$ cat config.mk
export PLATFORM = sky130hd
export DESIGN_NAME = overlay_draw_engine_flat
export DESIGN_NICKNAME = d
export VERILOG_FILES = /design/src/rtl/overlay_draw_engine_if.sv /design/src/rtl/overlay_draw_engine.sv /design/src/flat_wrapper.sv
export SDC_FILE = /design/constraint.sdc
export NUM_CORES = 1
export LEC_CHECK = 0
export BUFFER_PORTS_ARGS = -buffer_cell sky130_fd_sc_hd__buf_4
export CORE_ASPECT_RATIO = 1.75
export CORE_MARGIN = 2
export CORE_UTILIZATION = 58
export CTS_BUF_LIST = sky130_fd_sc_hd__clkbuf_16
export DETAILED_ROUTE_END_ITERATION = 6
export PLACE_DENSITY = 0.85
export SLEW_MARGIN = 20
export SYNTH_ARGS = -nofsm -noshare
export SYNTH_HDL_FRONTEND = slang
export SYNTH_SLANG_ARGS = --single-unit
export TNS_END_PERCENT = 30
$ cat constraint.sdc
create_clock -name sys_clk -period 3.77 [get_ports sys_clk]
set_input_delay 0.5655 -clock sys_clk [delete_from_list [all_inputs] [get_ports sys_clk]]
set_output_delay 0.5655 -clock sys_clk [all_outputs]
set_load 0.01 [all_outputs]
$ cat src/rtl/overlay_draw_engine_if.sv
// Command, font-ROM and overlay-RAM signals of overlay_draw_engine, bundled.
//   slave  : engine side (takes the command and font data, drives ready, ROM address and writes)
//   master : controller / memory side
// Signals: i_cmd_valid/o_cmd_ready handshake, i_ascii, i_color, i_ys/i_ye (clear rows),
//          i_x/i_y (glyph origin), i_x1/i_y1/i_x2/i_y2 (rectangle corners),
//          o_font_addr/i_font_data (font ROM), o_wr_en/o_wr_addr/o_wr_data (RAM), o_busy.
interface overlay_draw_engine_if #(
  parameter int unsigned L_W = 8,
  parameter int unsigned A_W = 8
);
  logic           i_cmd_valid;
  logic           o_cmd_ready;
  logic [A_W-1:0] i_ascii;
  logic [2:0]     i_color;
  logic [L_W-1:0] i_ys, i_ye;
  logic [L_W-1:0] i_x, i_y;
  logic [L_W-1:0] i_x1, i_y1, i_x2, i_y2;
  logic [11:0]    o_font_addr;
  logic [7:0]     i_font_data;
  logic           o_wr_en;
  logic [15:0]    o_wr_addr;
  logic [2:0]     o_wr_data;
  logic           o_busy;

  modport slave (
    input  i_cmd_valid, i_ascii, i_color, i_ys, i_ye, i_x, i_y, i_x1, i_y1, i_x2, i_y2,
    input  i_font_data,
    output o_cmd_ready, o_font_addr, o_wr_en, o_wr_addr, o_wr_data, o_busy
  );

  modport master (
    output i_cmd_valid, i_ascii, i_color, i_ys, i_ye, i_x, i_y, i_x1, i_y1, i_x2, i_y2,
    output i_font_data,
    input  o_cmd_ready, o_font_addr, o_wr_en, o_wr_addr, o_wr_data, o_busy
  );
endinterface

$ cat src/rtl/overlay_draw_engine.sv
// Overlay draw engine: executes one command at a time into a 256x256 colour overlay RAM.
//   ascii 0 : clear rows ys..ye to colour 0
//   ascii 1 : rectangle outline (x1,y1)-(x2,y2), inclusive
//   ascii>=2: 8x16 glyph from the font ROM at (x,y), transparent background
// Ports: sys_clk, sys_rst_n (async, active-low), bus (overlay_draw_engine_if.slave).
// Writes are registered and appear one cycle after the state cycle that issues them.
// Build option: OVERLAY_CLIP_EN drops glyph pixels past the frame edge instead of
// wrapping them modulo 256; glyph timing is unchanged either way.
module overlay_draw_engine #(
  parameter int unsigned L_W = 8,
  parameter int unsigned A_W = 8
) (
  input logic                  sys_clk,
  input logic                  sys_rst_n,
  overlay_draw_engine_if.slave bus
);

  typedef enum logic [3:0] {
    StIdle, StClear, StRTop, StRBot, StRLeft, StRRight, StGFetch, StGWait, StGRow
  } state_e;

  state_e         state_q, state_d;
  logic [A_W-1:0] ascii_q, ascii_d;
  logic [2:0]     color_q, color_d;
  logic [L_W-1:0] ye_q, ye_d;
  logic [L_W-1:0] x1_q, x1_d, y1_q, y1_d, x2_q, x2_d, y2_q, y2_d;
  logic [L_W-1:0] gx_q, gx_d, gy_q, gy_d;
  logic [L_W-1:0] cx_q, cx_d, cy_q, cy_d;
  logic [3:0]     row_q, row_d;
  logic [2:0]     col_q, col_d;
  logic [7:0]     font_q, font_d;
  logic           ready_q, ready_d;
  logic           wr_en_q, wr_en_d;
  logic [15:0]    wr_addr_q, wr_addr_d;
  logic [2:0]     wr_data_q, wr_data_d;
  logic [L_W:0]   px_sum, py_sum;

  always_comb begin
    state_d   = state_q;
    ascii_d   = ascii_q;
    color_d   = color_q;
    ye_d      = ye_q;
    x1_d      = x1_q;
    y1_d      = y1_q;
    x2_d      = x2_q;
    y2_d      = y2_q;
    gx_d      = gx_q;
    gy_d      = gy_q;
    cx_d      = cx_q;
    cy_d      = cy_q;
    row_d     = row_q;
    col_d     = col_q;
    font_d    = font_q;
    wr_en_d   = 1'b0;
    wr_addr_d = wr_addr_q;
    wr_data_d = wr_data_q;
    // Extra MSB flags a glyph pixel that ran past the frame edge.
    px_sum    = (L_W+1)'(gx_q) + (L_W+1)'(col_q);
    py_sum    = (L_W+1)'(gy_q) + (L_W+1)'(row_q);

    case (state_q)
      StIdle: begin
        if (bus.i_cmd_valid && ready_q) begin
          ascii_d = bus.i_ascii;
          color_d = bus.i_color;
          ye_d    = bus.i_ye;
          x1_d    = bus.i_x1;
          y1_d    = bus.i_y1;
          x2_d    = bus.i_x2;
          y2_d    = bus.i_y2;
          gx_d    = bus.i_x;
          gy_d    = bus.i_y;
          row_d   = 4'd0;
          col_d   = 3'd0;
          if (bus.i_ascii == '0) begin
            state_d = StClear;
            cx_d    = '0;
            cy_d    = bus.i_ys;
          end else if (bus.i_ascii == A_W'(1)) begin
            state_d = StRTop;
            cx_d    = bus.i_x1;
          end else begin
            state_d = StGFetch;
          end
        end
      end

      StClear: begin
        // cy only exceeds ye here when the command arrived with ys > ye.
        if (cy_q > ye_q) begin
          state_d = StIdle;
        end else begin
          wr_en_d   = 1'b1;
          wr_addr_d = 16'({cy_q, cx_q});
          wr_data_d = 3'd0;
          cx_d      = cx_q + L_W'(1);
          if (cx_q == '1) begin
            if (cy_q == ye_q) state_d = StIdle;
            else              cy_d    = cy_q + L_W'(1);
          end
        end
      end

      StRTop: begin
        if (x1_q > x2_q || y1_q > y2_q) begin
          state_d = StIdle;
        end else begin
          wr_en_d   = 1'b1;
          wr_addr_d = 16'({y1_q, cx_q});
          wr_data_d = color_q;
          cx_d      = cx_q + L_W'(1);
          if (cx_q == x2_q) begin
            if (y1_q == y2_q) begin
              state_d = StIdle;
            end else begin
              state_d = StRBot;
              cx_d    = x1_q;
            end
          end
        end
      end

      StRBot: begin
        wr_en_d   = 1'b1;
        wr_addr_d = 16'({y2_q, cx_q});
        wr_data_d = color_q;
        cx_d      = cx_q + L_W'(1);
        if (cx_q == x2_q) begin
          if ((y2_q - y1_q) >= L_W'(2)) begin
            state_d = StRLeft;
            cy_d    = y1_q + L_W'(1);
          end else begin
            state_d = StIdle;
          end
        end
      end

      StRLeft: begin
        wr_en_d   = 1'b1;
        wr_addr_d = 16'({cy_q, x1_q});
        wr_data_d = color_q;
        cy_d      = cy_q + L_W'(1);
        if (cy_q == y2_q - L_W'(1)) begin
          if (x1_q == x2_q) begin
            state_d = StIdle;
          end else begin
            state_d = StRRight;
            cy_d    = y1_q + L_W'(1);
          end
        end
      end

      StRRight: begin
        wr_en_d   = 1'b1;
        wr_addr_d = 16'({cy_q, x2_q});
        wr_data_d = color_q;
        cy_d      = cy_q + L_W'(1);
        if (cy_q == y2_q - L_W'(1)) state_d = StIdle;
      end

      StGFetch: state_d = StGWait;

      StGWait: begin
        font_d  = bus.i_font_data;
        col_d   = 3'd0;
        state_d = StGRow;
      end

      StGRow: begin
        // Bit 7 is the leftmost pixel, so column c reads bit ~c.
`ifdef OVERLAY_CLIP_EN
        wr_en_d = font_q[~col_q] & ~px_sum[L_W] & ~py_sum[L_W];
`else
        wr_en_d = font_q[~col_q];
`endif
        wr_addr_d = 16'({py_sum[L_W-1:0], px_sum[L_W-1:0]});
        wr_data_d = color_q;
        col_d     = col_q + 3'd1;
        if (col_q == 3'd7) begin
          if (row_q == 4'd15) begin
            state_d = StIdle;
          end else begin
            row_d   = row_q + 4'd1;
            state_d = StGFetch;
          end
        end
      end

      default: state_d = StIdle;
    endcase

    // Registered so ready stays low while reset is asserted.
    ready_d = (state_d == StIdle);
  end

  always_ff @(posedge sys_clk or negedge sys_rst_n) begin
    if (!sys_rst_n) begin
      state_q   <= StIdle;
      ascii_q   <= '0;
      color_q   <= '0;
      ye_q      <= '0;
      x1_q      <= '0;
      y1_q      <= '0;
      x2_q      <= '0;
      y2_q      <= '0;
      gx_q      <= '0;
      gy_q      <= '0;
      cx_q      <= '0;
      cy_q      <= '0;
      row_q     <= '0;
      col_q     <= '0;
      font_q    <= '0;
      ready_q   <= 1'b0;
      wr_en_q   <= 1'b0;
      wr_addr_q <= '0;
      wr_data_q <= '0;
    end else begin
      state_q   <= state_d;
      ascii_q   <= ascii_d;
      color_q   <= color_d;
      ye_q      <= ye_d;
      x1_q      <= x1_d;
      y1_q      <= y1_d;
      x2_q      <= x2_d;
      y2_q      <= y2_d;
      gx_q      <= gx_d;
      gy_q      <= gy_d;
      cx_q      <= cx_d;
      cy_q      <= cy_d;
      row_q     <= row_d;
      col_q     <= col_d;
      font_q    <= font_d;
      ready_q   <= ready_d;
      wr_en_q   <= wr_en_d;
      wr_addr_q <= wr_addr_d;
      wr_data_q <= wr_data_d;
    end
  end

  assign bus.o_cmd_ready = ready_q;
  assign bus.o_busy      = (state_q != StIdle);
  assign bus.o_font_addr = {ascii_q[7:0], row_q};
  assign bus.o_wr_en     = wr_en_q;
  assign bus.o_wr_addr   = wr_addr_q;
  assign bus.o_wr_data   = wr_data_q;

endmodule

$ cat src/flat_wrapper.sv
// flat-port wrapper written by rule: the top's interface ports become plain ports
module overlay_draw_engine_flat 
#(
  parameter int unsigned L_W = 8,
  parameter int unsigned A_W = 8
)
  (sys_clk, sys_rst_n, bus_i_cmd_valid, bus_i_ascii, bus_i_color, bus_i_ys, bus_i_ye, bus_i_x, bus_i_y, bus_i_x1, bus_i_y1, bus_i_x2, bus_i_y2, bus_i_font_data, bus_o_cmd_ready, bus_o_font_addr, bus_o_wr_en, bus_o_wr_addr, bus_o_wr_data, bus_o_busy);
  overlay_draw_engine_if #(.L_W(L_W), .A_W(A_W)) bus_i ();
  input logic sys_clk;
  input logic sys_rst_n;
  input wire logic [$bits(bus_i.i_cmd_valid)-1:0] bus_i_cmd_valid;
  input wire logic [$bits(bus_i.i_ascii)-1:0] bus_i_ascii;
  input wire logic [$bits(bus_i.i_color)-1:0] bus_i_color;
  input wire logic [$bits(bus_i.i_ys)-1:0] bus_i_ys;
  input wire logic [$bits(bus_i.i_ye)-1:0] bus_i_ye;
  input wire logic [$bits(bus_i.i_x)-1:0] bus_i_x;
  input wire logic [$bits(bus_i.i_y)-1:0] bus_i_y;
  input wire logic [$bits(bus_i.i_x1)-1:0] bus_i_x1;
  input wire logic [$bits(bus_i.i_y1)-1:0] bus_i_y1;
  input wire logic [$bits(bus_i.i_x2)-1:0] bus_i_x2;
  input wire logic [$bits(bus_i.i_y2)-1:0] bus_i_y2;
  input wire logic [$bits(bus_i.i_font_data)-1:0] bus_i_font_data;
  output wire logic [$bits(bus_i.o_cmd_ready)-1:0] bus_o_cmd_ready;
  output wire logic [$bits(bus_i.o_font_addr)-1:0] bus_o_font_addr;
  output wire logic [$bits(bus_i.o_wr_en)-1:0] bus_o_wr_en;
  output wire logic [$bits(bus_i.o_wr_addr)-1:0] bus_o_wr_addr;
  output wire logic [$bits(bus_i.o_wr_data)-1:0] bus_o_wr_data;
  output wire logic [$bits(bus_i.o_busy)-1:0] bus_o_busy;
  assign bus_i.i_cmd_valid = bus_i_cmd_valid;
  assign bus_i.i_ascii = bus_i_ascii;
  assign bus_i.i_color = bus_i_color;
  assign bus_i.i_ys = bus_i_ys;
  assign bus_i.i_ye = bus_i_ye;
  assign bus_i.i_x = bus_i_x;
  assign bus_i.i_y = bus_i_y;
  assign bus_i.i_x1 = bus_i_x1;
  assign bus_i.i_y1 = bus_i_y1;
  assign bus_i.i_x2 = bus_i_x2;
  assign bus_i.i_y2 = bus_i_y2;
  assign bus_i.i_font_data = bus_i_font_data;
  assign bus_o_cmd_ready = bus_i.o_cmd_ready;
  assign bus_o_font_addr = bus_i.o_font_addr;
  assign bus_o_wr_en = bus_i.o_wr_en;
  assign bus_o_wr_addr = bus_i.o_wr_addr;
  assign bus_o_wr_data = bus_i.o_wr_data;
  assign bus_o_busy = bus_i.o_busy;
  overlay_draw_engine #(.L_W(L_W), .A_W(A_W)) u_core (.sys_clk(sys_clk), .sys_rst_n(sys_rst_n), .bus(bus_i));
endmodule
# == Yosys cells after proc, flatten, opt, wreduce, memory -nomap -nowiden ==
# Cells that the tools add are included.
# op_classes
add_sub_neg,9
magnitude_cmp,5
n_eq_ne,28
n_mux,52
bitwise_logic,1
n_reduce_logical,21
# ops
operator,count
8-bit 2-to-1 mux,16
16-bit one-hot mux with 6 select lines,1
4-bit 2-to-1 mux,14
8-bit equality test,5
8-bit one-hot mux with 5 select lines,1
4-bit one-hot mux with 9 select lines,1
16-bit 2-to-1 mux,2
8-bit one-hot mux with 4 select lines,1
"8-bit by 1-bit adder with 8-bit output, second input constant",3
8-bit > comparator,3
3-bit 2-to-1 mux,7
3-bit one-hot mux with 3 select lines,2
"4-bit by 3-bit equality test with 1-bit output, second input constant",4
"2-bit by 1-bit != test with 1-bit output, second input constant",6
8-bit by 3-bit adder with 8-bit output,1
8-bit by 4-bit adder with 8-bit output,1
"4-bit by 2-bit equality test with 1-bit output, second input constant",2
"4-bit equality test, second input constant",2
"8-bit by 1-bit equality test with 1-bit output, second input constant",1
"8-bit equality test, second input constant",1
"8-bit by 2-bit greater-or-equal comparator with 1-bit output, second input constant",1
4-bit logical NOT,2
8-bit logical NOT,1
"2-bit != test, second input constant",4
other kinds (28),34
# totals
regBits,123
inputBits,86
out_inout_bits,34
elab_cells,135

# == Depth between registers and ports, before layout ==
# depth
ltp_word,6
mapped_depth,13
mapped_depth_nobuf,12

# == Least setup slack after synthesis ==
# No wires, ideal clock.
# synth_timing
kind,register to register
startpoint,register u_core.y2_q[0]
endpoint,"register u_core.ready_q, in the netlist u_core.bus.o_cmd_ready"
setup_ps,96
arrival_ps,2571
t_required_ps,3674
path_slack_ps,1104
path_stages_with_launch,13
path_buffers,0
synth_period_minus_slack_ps,2666
path_cell_list,dfrtp_1 > inv_1 > ha_1 > inv_1 > fa_1 > xor2_1 > a311o_1 > a311oi_1 > nand3_1 > a21oi_2 > a211o_1 > nand4b_1 > nor4_2
# synth_between
elab_chain_len,6
elab_cells_between_ends,16
cone_classes,add/sub: 2; order compare: 2; eq/ne: 2; mux: 8; reduce/logical: 2
# synth_rtl
item,line,text
start: declaration,overlay_draw_engine.sv:26,"logic [L_W-1:0] x1_q, x1_d, y1_q, y1_d, x2_q, x2_d, y2_q, y2_d;"
start signal: assignment,overlay_draw_engine.sv:225,y2_q <= y2_d;
8-bit subtractor,overlay_draw_engine.sv:129,if ((y2_q - y1_q) >= L_W'(2)) begin
8-bit by 2-bit greater-or-equal comparator with 1-bit output,overlay_draw_engine.sv:129,
3-bit 2-to-1 mux,overlay_draw_engine.sv:129,
4-bit 2-to-1 mux,overlay_draw_engine.sv:128,if (cx_q == x2_q) begin
4-bit one-hot mux with 9 select lines (*),overlay_draw_engine.sv:61,case (state_q)
named net u_core.state_d[2],overlay_draw_engine.sv:22,"state_e state_q, state_d;"
4-bit logical NOT (*),overlay_draw_engine.sv:193,ready_d = (state_d == StIdle);
named net u_core.ready_d,overlay_draw_engine.sv:32,"logic ready_q, ready_d;"
end signal: assignment,overlay_draw_engine.sv:233,ready_q <= ready_d;
end: declaration,overlay_draw_engine.sv:32,
# The timed path passes the listed nets; every way through them passes the cells marked *.
# A chain may end at the register's enable or synchronous reset.

# == Worst setup path after layout ==
# layout_timing
startpoint,register u_core.y2_q[0]
endpoint,"register u_core.wr_addr_q[11], in the netlist u_core.bus.o_wr_addr[11]"
# layout_between
elab_chain_len,4
# layout_rtl
item,line,text
8-bit > comparator,overlay_draw_engine.sv:105,if (x1_q > x2_q || y1_q > y2_q) begin
1-bit logical OR,overlay_draw_engine.sv:105,
2-bit != test (no source line),n/a,
3-bit AND reduction (no source line),n/a,
end signal: assignment,overlay_draw_engine.sv:235,wr_addr_q <= wr_addr_d;
end: declaration,overlay_draw_engine.sv:34,"logic [15:0] wr_addr_q, wr_addr_d;"
# Every way passes these cells.

==> reports/metrics.yaml <==
status: "finished clean"
period_minus_slack_ps: 3290
rsz0062_at_grt: "no"
rr_worst_depth: 13
clockBufferDepth: 2
cts_resized: 0
drt_first_pass_iters: 5
power_uw: 3110
arrival_ps: 3550
cts_setup_buffers: 0
crit_path_end_kind: "register"
cts-root-buf: "clkbuf_16"
start_util_pct: 59.8
insertion_delay_ps: 420
hold_buffers: 0
peakVddDrop_mv: 0.296
grt_overflow: 0
hold_path_class: "input port to async pin"
path_class: "register to register"
grt_pass1_wl_um: 36700
vias_per_cell: 6.37
timing.rr.end: "u_core.bus.o_wr_addr[11]"
diodes: 0
cts_tree: "built"
tns_ps: 0
max_freq_mhz: 304
hold_viol: 0
synth.distinct_cells: 75
portBuffers: 119
dp_hpwl_um: 17000
drt-initial-drc-count: 519
hold_ws_ps: 252
cts.sinks: 123
nets: 983
yosysTopAreaCellShare_pct: 41.2
r2r_setup_slack_ps: 480
cap_viol_max_count: 0
cp.required_ps: 4040
core-area_um2: 12500
setup_viol: 0
nFillCells: 875
cts_buffers: 17
critPathLaunchType: "register"
p_leak_uw: 0.00442
worst_pin_slew_ps: 884
syn_area_um2: 7470
grt_max_degree: 68
slowest_stage: "dfrtp_1"
cellPowerDensity_nw_per_um2: 340
place.gp.congestion: 0.937
pin_count: 120
grt_use_total_pct: 33.9
drive_gt1_share_pct: 30.1
die_w_um: 89.8
synth_area_leaders: "dfrtp_1 (41%), mux2_2 (12%), ha_1 (6.5%)"
synth_area_per_cell_um2: 10.2
synth_top_cell_by_area: "dfrtp_1"
h-tree-depth: 4
synth_edf_count: 0
finClkSkew_ps: 12.6
ys_seq_area_share_pct: 41.2
slew_headroom_pct: 41.0
finalCritPeriodShare_pct: 87.2
seq_area_um2: 3080
r2r-start: "u_core.y2_q[0]"
drc_errors: 0
placementRows: 54
antenna_found_initial: 0
wl_per_cell_um: 22.0
multi_input_area_um2: 4120
crit_family: "compound AO/OA/AOI/OAI gates"
path_buf_inv: 3
yosys_warnings: 0
path_clk_slew_ps: 60
async_reset_ff_share_pct: 100
syn_to_final_growth_pct: 22.5
dieHeight_um: 154
wl_um: 22800
design.die.area_um2: 13800
slew_violations: 0
ys.flop_type: "dfrtp_1"
synth_seq_cells: 123
slowest_delay_ps: 440
cp_max_fo: 16
synth_nets: 859
synth_cells: 731
final_antenna_net_count: 0
crit_chain: "inv_1, ha_1, inv_1, fa_1, a211oi_1, nor2_1, o31ai_1, o31ai_1, nand3_1, o211ai_1, buf_4, nor2_1, a31oi_1"
num_vias: 6603
grt_pass1_vias: 6994
==> Yosys cell counts, types with 12 or more instances <==
library cell  instances
a31oi_1              18
ha_1                 39
xor2_1               21
nor3_1               12
xnor2_1              23
a222oi_1             17
a221oi_1             12
nor2_1               56
dfrtp_1             123
a21oi_1              20
mux2_2               77
inv_1                38
clkbuf_1             16
nand3_1              26
nand2_1              51
o21ai_0              36
and3_1               12
==> worst max-delay path by stage <==
stage	to	slack, ps	depth (start not counted)	start
floorplan	u_core.bus.o_cmd_ready	1100	12	u_core.y2_q[0]
global placement	u_core.bus.o_cmd_ready	770	12	u_core.y2_q[0]
detailed placement	u_core.bus.o_wr_addr[14]	640	13	u_core.y2_q[0]
CTS	u_core.bus.o_wr_addr[6]	620	13	u_core.y2_q[0]
global route	u_core.bus.o_wr_addr[11]	260	13	u_core.y2_q[0]
finish	u_core.bus.o_wr_addr[11]	480	13	u_core.y2_q[0]
==> worst reg2reg max path, stage by stage, from the launching register on <==
cell,delay (ps)
dfrtp_1,440
inv_1,150
ha_1,170
inv_1,60
fa_1,440
a211oi_1,270
nor2_1,120
o31ai_1,310
o31ai_1,150
nand3_1,150
o211ai_1,360
buf_4,330
nor2_1,140
a31oi_1,50
==> power breakdown <==
group          internal [uW]  leakage [uW]  switching, uW  total, uW
sequential              1330       0.00164           6.63       1330
clock                    933      0.000285            693       1630
combinational           82.1       0.00250           69.6        152
total                   2340       0.00442            769       3110
==> per-layer routing <==
metal / vias up / share of wire (%) / global-route usage [%] / wire length [um]
met3: 102 / 5.4 / 6.92 / 1240
li1: 2964 / - / - / -
met2: 332 / 54 / 62.0 / 12300
met1: 3205 / 34 / 34.8 / 7800
met5: - / 0 / 0 / 0
met4: 0 / 6.5 / 22.3 / 1490
==> stage by stage <==
| stage | util [%] | area, um^2 | setup WS, ps | instances |
|---|---|---|---|---|
| finish | 73.2 | 9150 | 482 | 1036 |
| global route | 73.2 | 9150 | 259 | 1036 |
| CTS | 73.2 | 9150 | 619 | 1036 |
| detailed placement | 68.6 | 8570 | 642 | 1004 |
| global placement | 68.6 | 8570 | 771 | 1004 |
| floorplan | - | 7470 | 1100 | 731 |
==> cells by family (layout without fill, tap and decap cells) <==
group / count (synthesis) / after routing / share of synthesized area [%]
AO/OA/AOI/OAI: 162 / 162 / 15.9
XOR/XNOR: 44 / 44 / 5.16
buffers and inverters: 67 / 204 / 3.65
flip-flops: 123 / 123 / 41.2
multiplexers: 82 / 82 / 12.6
AND/OR/NAND/NOR: 211 / 211 / 14.2
adder cells (fa/ha/maj): 42 / 42 / 7.33
==> cell type report <==
| type | instances | area share [%] |
|---|---|---|
| clock inverters | 15 | 1.69 |
| repair buffers | 134 | 11.1 |
| multi-input cells | 541 | 45.1 |
| well taps | 168 | 2.30 |
| flip-flops and latches | 123 | 33.6 |
| clock buffers | 17 | 4.65 |
| inverters | 38 | 1.56 |
==> cells in the final DEF (no fill, tap or decap), drive strengths merged, types with 3 or more instances in the layout <==
cell     netlist  layout
buf           13     134
dfrtp        123     123
mux2          77      77
nor2          56      56
nand2         52      52
inv           38      46
ha            39      39
o21ai         37      37
nand3         26      26
xnor2         23      23
a21oi         22      22
xor2          21      21
a31oi         18      18
a222oi        17      17
clkbuf        16      17
nor3          14      14
and3          12      12
a221oi        12      12
nand4          9       9
nand2b         6       6
nor2b          6       6
o31ai          6       6
o211ai         5       5
a21o           5       5
nor3b          5       5
clkinv         0       5
and2           4       4
o21a           4       4
a22o           4       4
nor4           4       4
or3            3       3
or2            3       3
mux2i          3       3
o2111ai        3       3
fa             3       3
or4            3       3
==> state kept, by name, summed over array words and instances (netlist names), 4 cells and up <==
name / count
u_core.bus.o_wr_addr: 16
u_core.font_q: 8
u_core.ascii_q: 8
u_core.row_q: 4
u_core.y1_q: 8
u_core.y2_q: 8
u_core.x2_q: 8
u_core.x1_q: 8
u_core.gy_q: 8
u_core.gx_q: 8
u_core.ye_q: 8
u_core.cx_q: 8
u_core.cy_q: 8
u_core.state_q: 4
Power figures use the tool's default switching activity.
